File: src/rtl/main_menu_input_controller.sv
// Main-menu input controller: synchronises and debounces five push-buttons, walks the
// two-column menu (0..2 left, 3..4 right) and issues a valid/ready launch request on confirm.
module main_menu_input_controller #(
  parameter int unsigned DEBOUNCE_CYCLES = 50000,
  parameter int unsigned CNT_W           = 16
) (
  input  logic       clock,
  input  logic       resetn,
  input  logic       btn_up_raw,
  input  logic       btn_down_raw,
  input  logic       btn_left_raw,
  input  logic       btn_right_raw,
  input  logic       btn_sel_raw,
  input  logic       menu_active,
  output logic [2:0] menu_sel,
  output logic       launch_valid,
  output logic [2:0] launch_mode,
  input  logic       launch_ready
);

  localparam int unsigned NUM_BTN = 5;
  localparam int unsigned BTN_UP    = 0;
  localparam int unsigned BTN_DOWN  = 1;
  localparam int unsigned BTN_LEFT  = 2;
  localparam int unsigned BTN_RIGHT = 3;
  localparam int unsigned BTN_SEL   = 4;

  localparam logic [CNT_W-1:0] CNT_MAX = CNT_W'(DEBOUNCE_CYCLES - 1);

  localparam logic [1:0] ST_INACTIVE = 2'd0;
  localparam logic [1:0] ST_MENU     = 2'd1;
  localparam logic [1:0] ST_LAUNCH   = 2'd2;

  logic [NUM_BTN-1:0] btn_raw;
  logic [NUM_BTN-1:0] sync1_q;
  logic [NUM_BTN-1:0] sync2_q;
  logic [NUM_BTN-1:0] stable_q, stable_d;
  logic [NUM_BTN-1:0] stable_prev_q;
  logic [NUM_BTN-1:0] armed_q, armed_d;
  logic [NUM_BTN-1:0] press_q;
  logic [CNT_W-1:0]   cnt_q [NUM_BTN];
  logic [CNT_W-1:0]   cnt_d [NUM_BTN];
  logic [1:0]         prime_q;

  logic [1:0] state_q, state_d;
  logic [2:0] menu_sel_q, menu_sel_d;
  logic       valid_q, valid_d;
  logic [2:0] mode_q, mode_d;

  assign btn_raw = {btn_sel_raw, btn_right_raw, btn_left_raw, btn_down_raw, btn_up_raw};

  // ---------------------------------------------------------------------------
  // Debounce: the counter runs only while the synced level disagrees with the
  // stable level, and the stable level flips after DEBOUNCE_CYCLES disagreements.
  // ---------------------------------------------------------------------------
  always_comb begin
    // NOTE: every combinational output gets a default first so no path leaves it unassigned (no latch).
    stable_d = stable_q;
    for (int i = 0; i < NUM_BTN; i++) begin
      cnt_d[i] = '0;
      if (sync2_q[i] != stable_q[i]) begin
        if (cnt_q[i] == CNT_MAX) begin
          stable_d[i] = ~stable_q[i];
        end else begin
          cnt_d[i] = cnt_q[i] + 1'b1;
        end
      end
    end
  end

  // A button may only produce presses once it has been seen released after reset;
  // prime_q waits until sync2_q holds real samples rather than its reset zeros.
  assign armed_d = armed_q | ({NUM_BTN{prime_q[1]}} & ~sync2_q & ~stable_q);

  always_ff @(posedge clock or negedge resetn) begin
    if (!resetn) begin
      sync1_q       <= '0;
      sync2_q       <= '0;
      stable_q      <= '0;
      stable_prev_q <= '0;
      armed_q       <= '0;
      press_q       <= '0;
      prime_q       <= '0;
      // NOTE: the counters are individual flops, not a RAM, so each one is reset explicitly.
      for (int i = 0; i < NUM_BTN; i++) cnt_q[i] <= '0;
    end else begin
      // NOTE: state updates use non-blocking assignments so every flop samples pre-edge values.
      sync1_q       <= btn_raw;
      sync2_q       <= sync1_q;
      stable_q      <= stable_d;
      stable_prev_q <= stable_q;
      armed_q       <= armed_d;
      press_q       <= stable_q & ~stable_prev_q & armed_q;
      prime_q       <= {prime_q[0], 1'b1};
      for (int i = 0; i < NUM_BTN; i++) cnt_q[i] <= cnt_d[i];
    end
  end

  // ---------------------------------------------------------------------------
  // Menu navigation tables
  // ---------------------------------------------------------------------------
  function automatic logic [2:0] nav_up(input logic [2:0] sel);
    case (sel)
      3'd1:    nav_up = 3'd0;
      3'd2:    nav_up = 3'd1;
      3'd4:    nav_up = 3'd3;
      default: nav_up = sel;
    endcase
  endfunction

  function automatic logic [2:0] nav_down(input logic [2:0] sel);
    case (sel)
      3'd0:    nav_down = 3'd1;
      3'd1:    nav_down = 3'd2;
      3'd3:    nav_down = 3'd4;
      default: nav_down = sel;
    endcase
  endfunction

  function automatic logic [2:0] nav_left(input logic [2:0] sel);
    case (sel)
      3'd3:    nav_left = 3'd0;
      3'd4:    nav_left = 3'd1;
      default: nav_left = sel;
    endcase
  endfunction

  function automatic logic [2:0] nav_right(input logic [2:0] sel);
    case (sel)
      3'd0:    nav_right = 3'd3;
      3'd1:    nav_right = 3'd4;
      3'd2:    nav_right = 3'd4;
      default: nav_right = sel;
    endcase
  endfunction

  // ---------------------------------------------------------------------------
  // Menu FSM: one event per cycle, priority sel > up > down > left > right.
  // ---------------------------------------------------------------------------
  always_comb begin
    state_d    = state_q;
    menu_sel_d = menu_sel_q;
    valid_d    = valid_q;
    mode_d     = mode_q;
    case (state_q)
      ST_INACTIVE: begin
        if (menu_active) begin
          state_d    = ST_MENU;
          menu_sel_d = 3'd0;
        end
      end
      ST_MENU: begin
        if (!menu_active) begin
          state_d = ST_INACTIVE;
        end else if (press_q[BTN_SEL]) begin
          mode_d  = menu_sel_q;
          valid_d = 1'b1;
          state_d = ST_LAUNCH;
        end else if (press_q[BTN_UP]) begin
          menu_sel_d = nav_up(menu_sel_q);
        end else if (press_q[BTN_DOWN]) begin
          menu_sel_d = nav_down(menu_sel_q);
        end else if (press_q[BTN_LEFT]) begin
          menu_sel_d = nav_left(menu_sel_q);
        end else if (press_q[BTN_RIGHT]) begin
          menu_sel_d = nav_right(menu_sel_q);
        end
      end
      ST_LAUNCH: begin
        // The request is withdrawn only by the handshake; menu_active is ignored here.
        if (valid_q && launch_ready) begin
          valid_d = 1'b0;
          state_d = ST_INACTIVE;
        end
      end
      default: begin
        state_d = ST_INACTIVE;
        valid_d = 1'b0;
      end
    endcase
  end

  always_ff @(posedge clock or negedge resetn) begin
    if (!resetn) begin
      state_q    <= ST_INACTIVE;
      menu_sel_q <= 3'd0;
      valid_q    <= 1'b0;
      mode_q     <= 3'd0;
    end else begin
      state_q    <= state_d;
      menu_sel_q <= menu_sel_d;
      valid_q    <= valid_d;
      mode_q     <= mode_d;
    end
  end

  assign menu_sel     = menu_sel_q;
  assign launch_valid = valid_q;
  assign launch_mode  = mode_q;

  a_sel_range: assert property (@(posedge clock) disable iff (!resetn) menu_sel_q <= 3'd4);

  a_valid_hold: assert property (@(posedge clock) disable iff (!resetn)
    (valid_q && !launch_ready) |=> (valid_q && $stable(mode_q)));

endmodule

File: config.mk
export PLATFORM = sky130hd
export DESIGN_NAME = main_menu_input_controller
export DESIGN_NICKNAME = d
export VERILOG_FILES = /design/src/rtl/main_menu_input_controller.sv
export SDC_FILE = /design/constraint.sdc
export NUM_CORES = 1
export LEC_CHECK = 0
export BUFFER_PORTS_ARGS = -buffer_cell sky130_fd_sc_hd__clkbuf_2
export CORE_ASPECT_RATIO = 0.8
export CORE_MARGIN = 3
export CORE_UTILIZATION = 60
export DETAILED_ROUTE_END_ITERATION = 10
export GPL_TIMING_DRIVEN = 0
export PLACE_DENSITY = 0.77
export RECOVER_POWER = 100
export SYNTH_ARGS = -nofsm -noshare
export SYNTH_HDL_FRONTEND = slang
export SYNTH_SLANG_ARGS = --single-unit
File: constraint.sdc
create_clock -name clock -period 3.9 [get_ports clock]
set_input_delay 0.585 -clock clock [delete_from_list [all_inputs] [get_ports clock]]
set_output_delay 0.585 -clock clock [all_outputs]
set_load 0.01 [all_outputs]
==> metrics.md <==
| Metric | Value |
|---|---|
| CP startpoint kind | `register` |
| DP Wirelength | `6130 um` |
| HP Class | `input pin to asynchronous set/reset pin` |
| Fin Clk Skew | `0.00801 ns` |
| Post-synth EDFFs | `0` |
| Cell Area, Placed | `5590 um^2` |
| Starting Density | `62.4%` |
| Post-CTS Hold Buffers | `0` |
| Maximum vdd drop | `0.000489 V` |
| Gr ovfl total | `0` |
| # diodes | `0` |
| Post-CTS setup buffer count | `0` |
| Synth Flop Type | `dfrtp_1` |
| WS Path Type | `register to register` |
| Yosys top cell by area | `dfrtp_1` |
| Status | `completed` |
| CTS tree | `done` |
| Fin worst setup slack | `1.52 ns` |
| Fmax | `420 MHz` |
| Placed insts | `639` |
| Placer Congestion | `0.803` |
| Antenna violations before repair | `0` |
| Final setup violation count | `0` |
| NumNets Final | `560` |
| GRT Util Overall | `20.9%` |
| Power Dens Cells | `527 nW/um^2` |
| Post_cts resized | `0` |
| Drt pass-1 iters | `4` |
| First-pass GRT wire length | `17,100 um` |
| RSZ-0062 raised after global routing | `false` |
| Count of non-filler cells in the finished layout | `671` |
| Syn-to-layout area delta | `16.0%` |
| Arr. time, crit path | `2.75 ns` |
| Min Tclk post-route | `2.38 ns` |
| IO Count | `16` |
| Synthesized area per cell | `10.5 um^2` |
| Clk sinks | `121` |
| Pre-CTS WS | `1.78 ns` |
| Tot Pwr | `3.28 mW` |
| H-tree Lvls | `4` |
| Final wirelength | `9770 um` |
| Core Area | `8600 um^2` |
| CTS Root Cell | `clkbuf_8` |
| Core Util, Final | `72.4%` |
| Die Width | `112 um` |
| Largest net degree at the start of global routing | `122` |
| Syn Nets | `526` |
| Via Count | `3,687` |
| Yosys top cell area share | `56.4%` |
| CTS buffer count | `17` |
| Sequential area share after synthesis | `56.4%` |
| Tcrit/Tclk final | `61.1%` |
| Worst-Skew Late Latency | `0.51 ns` |
| Critical path fanouts, max | `10` |
| Slew headroom | `38.0%` |
| Remaining antenna violation count | `0` |
| Hold Vio Cnt, Final | `0` |
| Crit end category | `register` |
| Post-synthesis cell type count | `45` |
| Synthesized area | `5370 um^2` |
| Yosys warns | `0` |
| Die span in y | `90.6 um` |
| # DRC | `0` |
| Setup_tns | `0 ns` |
| Clock Path Buffers | `2` |
| Clk pin slew, worst setup/hold paths | `0.06 ns` |
| Drt via density | `5.49` |
| WL/cell | `14.6 um` |
| Die Area | `10,100 um^2` |
| Layout cells sized above 1 | `8.23%` |
| #FFs+latches synth | `121` |
| Async set-reset flop share out of synthesis | `100%` |
| Synth Instances | `512` |
| Slew @ Worst Pin | `0.930 ns` |
| Commonest cells in the netlist | `dfrtp_1, nor2_1, xor2_1` |
| Row count | `30` |
| CP required | `4.27 ns` |
| Max-slew violation count | `0` |
| Top cells by area, synth | `dfrtp_1, nor2_1, xor2_1, xnor2_1, nand2_1` |
| Top-count cell post-synth | `dfrtp_1` |
| Port Buf Inserts | `15` |
| Fin area | `6220 um^2` |
| LEAKAGE | `2.79 nW` |
| Drt initial violations | `316` |
| Final hold slack | `0.178 ns` |
| Max-cap viol count | `0` |
| Vias in the first global route | `3,675` |
-- report_power, final --
group | total (mW) | switching (mW) | leakage, nW | internal [mW]
combinational | 0.232 | 0.149 | 0.851 | 0.0826
sequential | 1.33 | 0.0408 | 1.62 | 1.29
clock | 1.72 | 0.543 | 0.321 | 1.17
total | 3.28 | 0.733 | 2.79 | 2.55
-- final cells by class --
| cell class | count | area [um^2] |
|---|---|---|
| sequential | 121 | 3030 |
| buffer | 10 | 38.8 |
| inverter | 8 | 30.0 |
| tap | 112 | 140 |
| multi-input combinational | 373 | 2250 |
| clock inverter | 10 | 189 |
| clock buffer | 22 | 473 |
| timing repair buffer | 15 | 75.1 |
| fill | 595 | 2370 |
-- kinds of logic (layout without fill, tap and decap cells) --
| logic type | count (synthesis) | after routing | share of synthesized area, % |
|---|---|---|---|
| compound gates | 23 | 23 | 2.70 |
| xor+xnor | 76 | 76 | 12.4 |
| fa+ha+maj | 5 | 5 | 1.17 |
| buf+inv | 18 | 65 | 1.49 |
| flops | 121 | 121 | 56.4 |
| mux | 11 | 11 | 2.31 |
| other cells | 1 | 1 | 0.0699 |
| simple gates | 257 | 257 | 23.4 |
-- state kept, by name (all words and copies together) (netlist names), 3 cells and up --
register       flops
press_q            5
stable_prev_q      5
sync2_q            5
stable_q           5
menu_sel           3
cnt_q             80
armed_q            5
launch_mode        3
sync1_q            5
-- placed cells by master (no fill, tap or decap), drive strengths merged, types with 14 or more instances in the layout --
cell,netlist,layout
and3,16,16
clkbuf,7,46
dfrtp,121,121
nand2,42,42
nand3,28,28
nand4,14,14
nor2,105,105
xnor2,32,32
xor2,44,44
-- final timing paths --
kind,startpoint,end,slack [ns],cells past startpoint
min in group clock,btn_up_raw,sync1_q[0],0.18,1
worst min register to register,sync1_q[1],sync2_q[1],0.35,0
worst max-delay path,cnt_q[64],cnt_q[78],1.52,6
worst min-delay path,resetn,cnt_q[58],0.18,1
worst max register to register,cnt_q[64],cnt_q[78],1.52,6
max in group asynchronous,resetn,cnt_q[42],3.06,1
-- worst max-delay path: stages (launching register included) --
cell	delay [ns]
dfrtp_1	0.39
ha_1	0.22
and3_1	0.23
nand3_1	0.13
o21ai_0	0.72
clkbuf_1	0.43
nor2_1	0.12
-- per-layer routing --
layer	routed length, um	vias to the layer above	global-route usage (%)	share of wire, %
met5	0	-	0	0
met4	122	0	6.38	1.2
met3	350	12	6.23	3.6
met2	4670	68	32.3	48
met1	4630	1814	28.6	47
li1	-	1793	-	-
No activity file was read; power rests on OpenSTA's default activity.
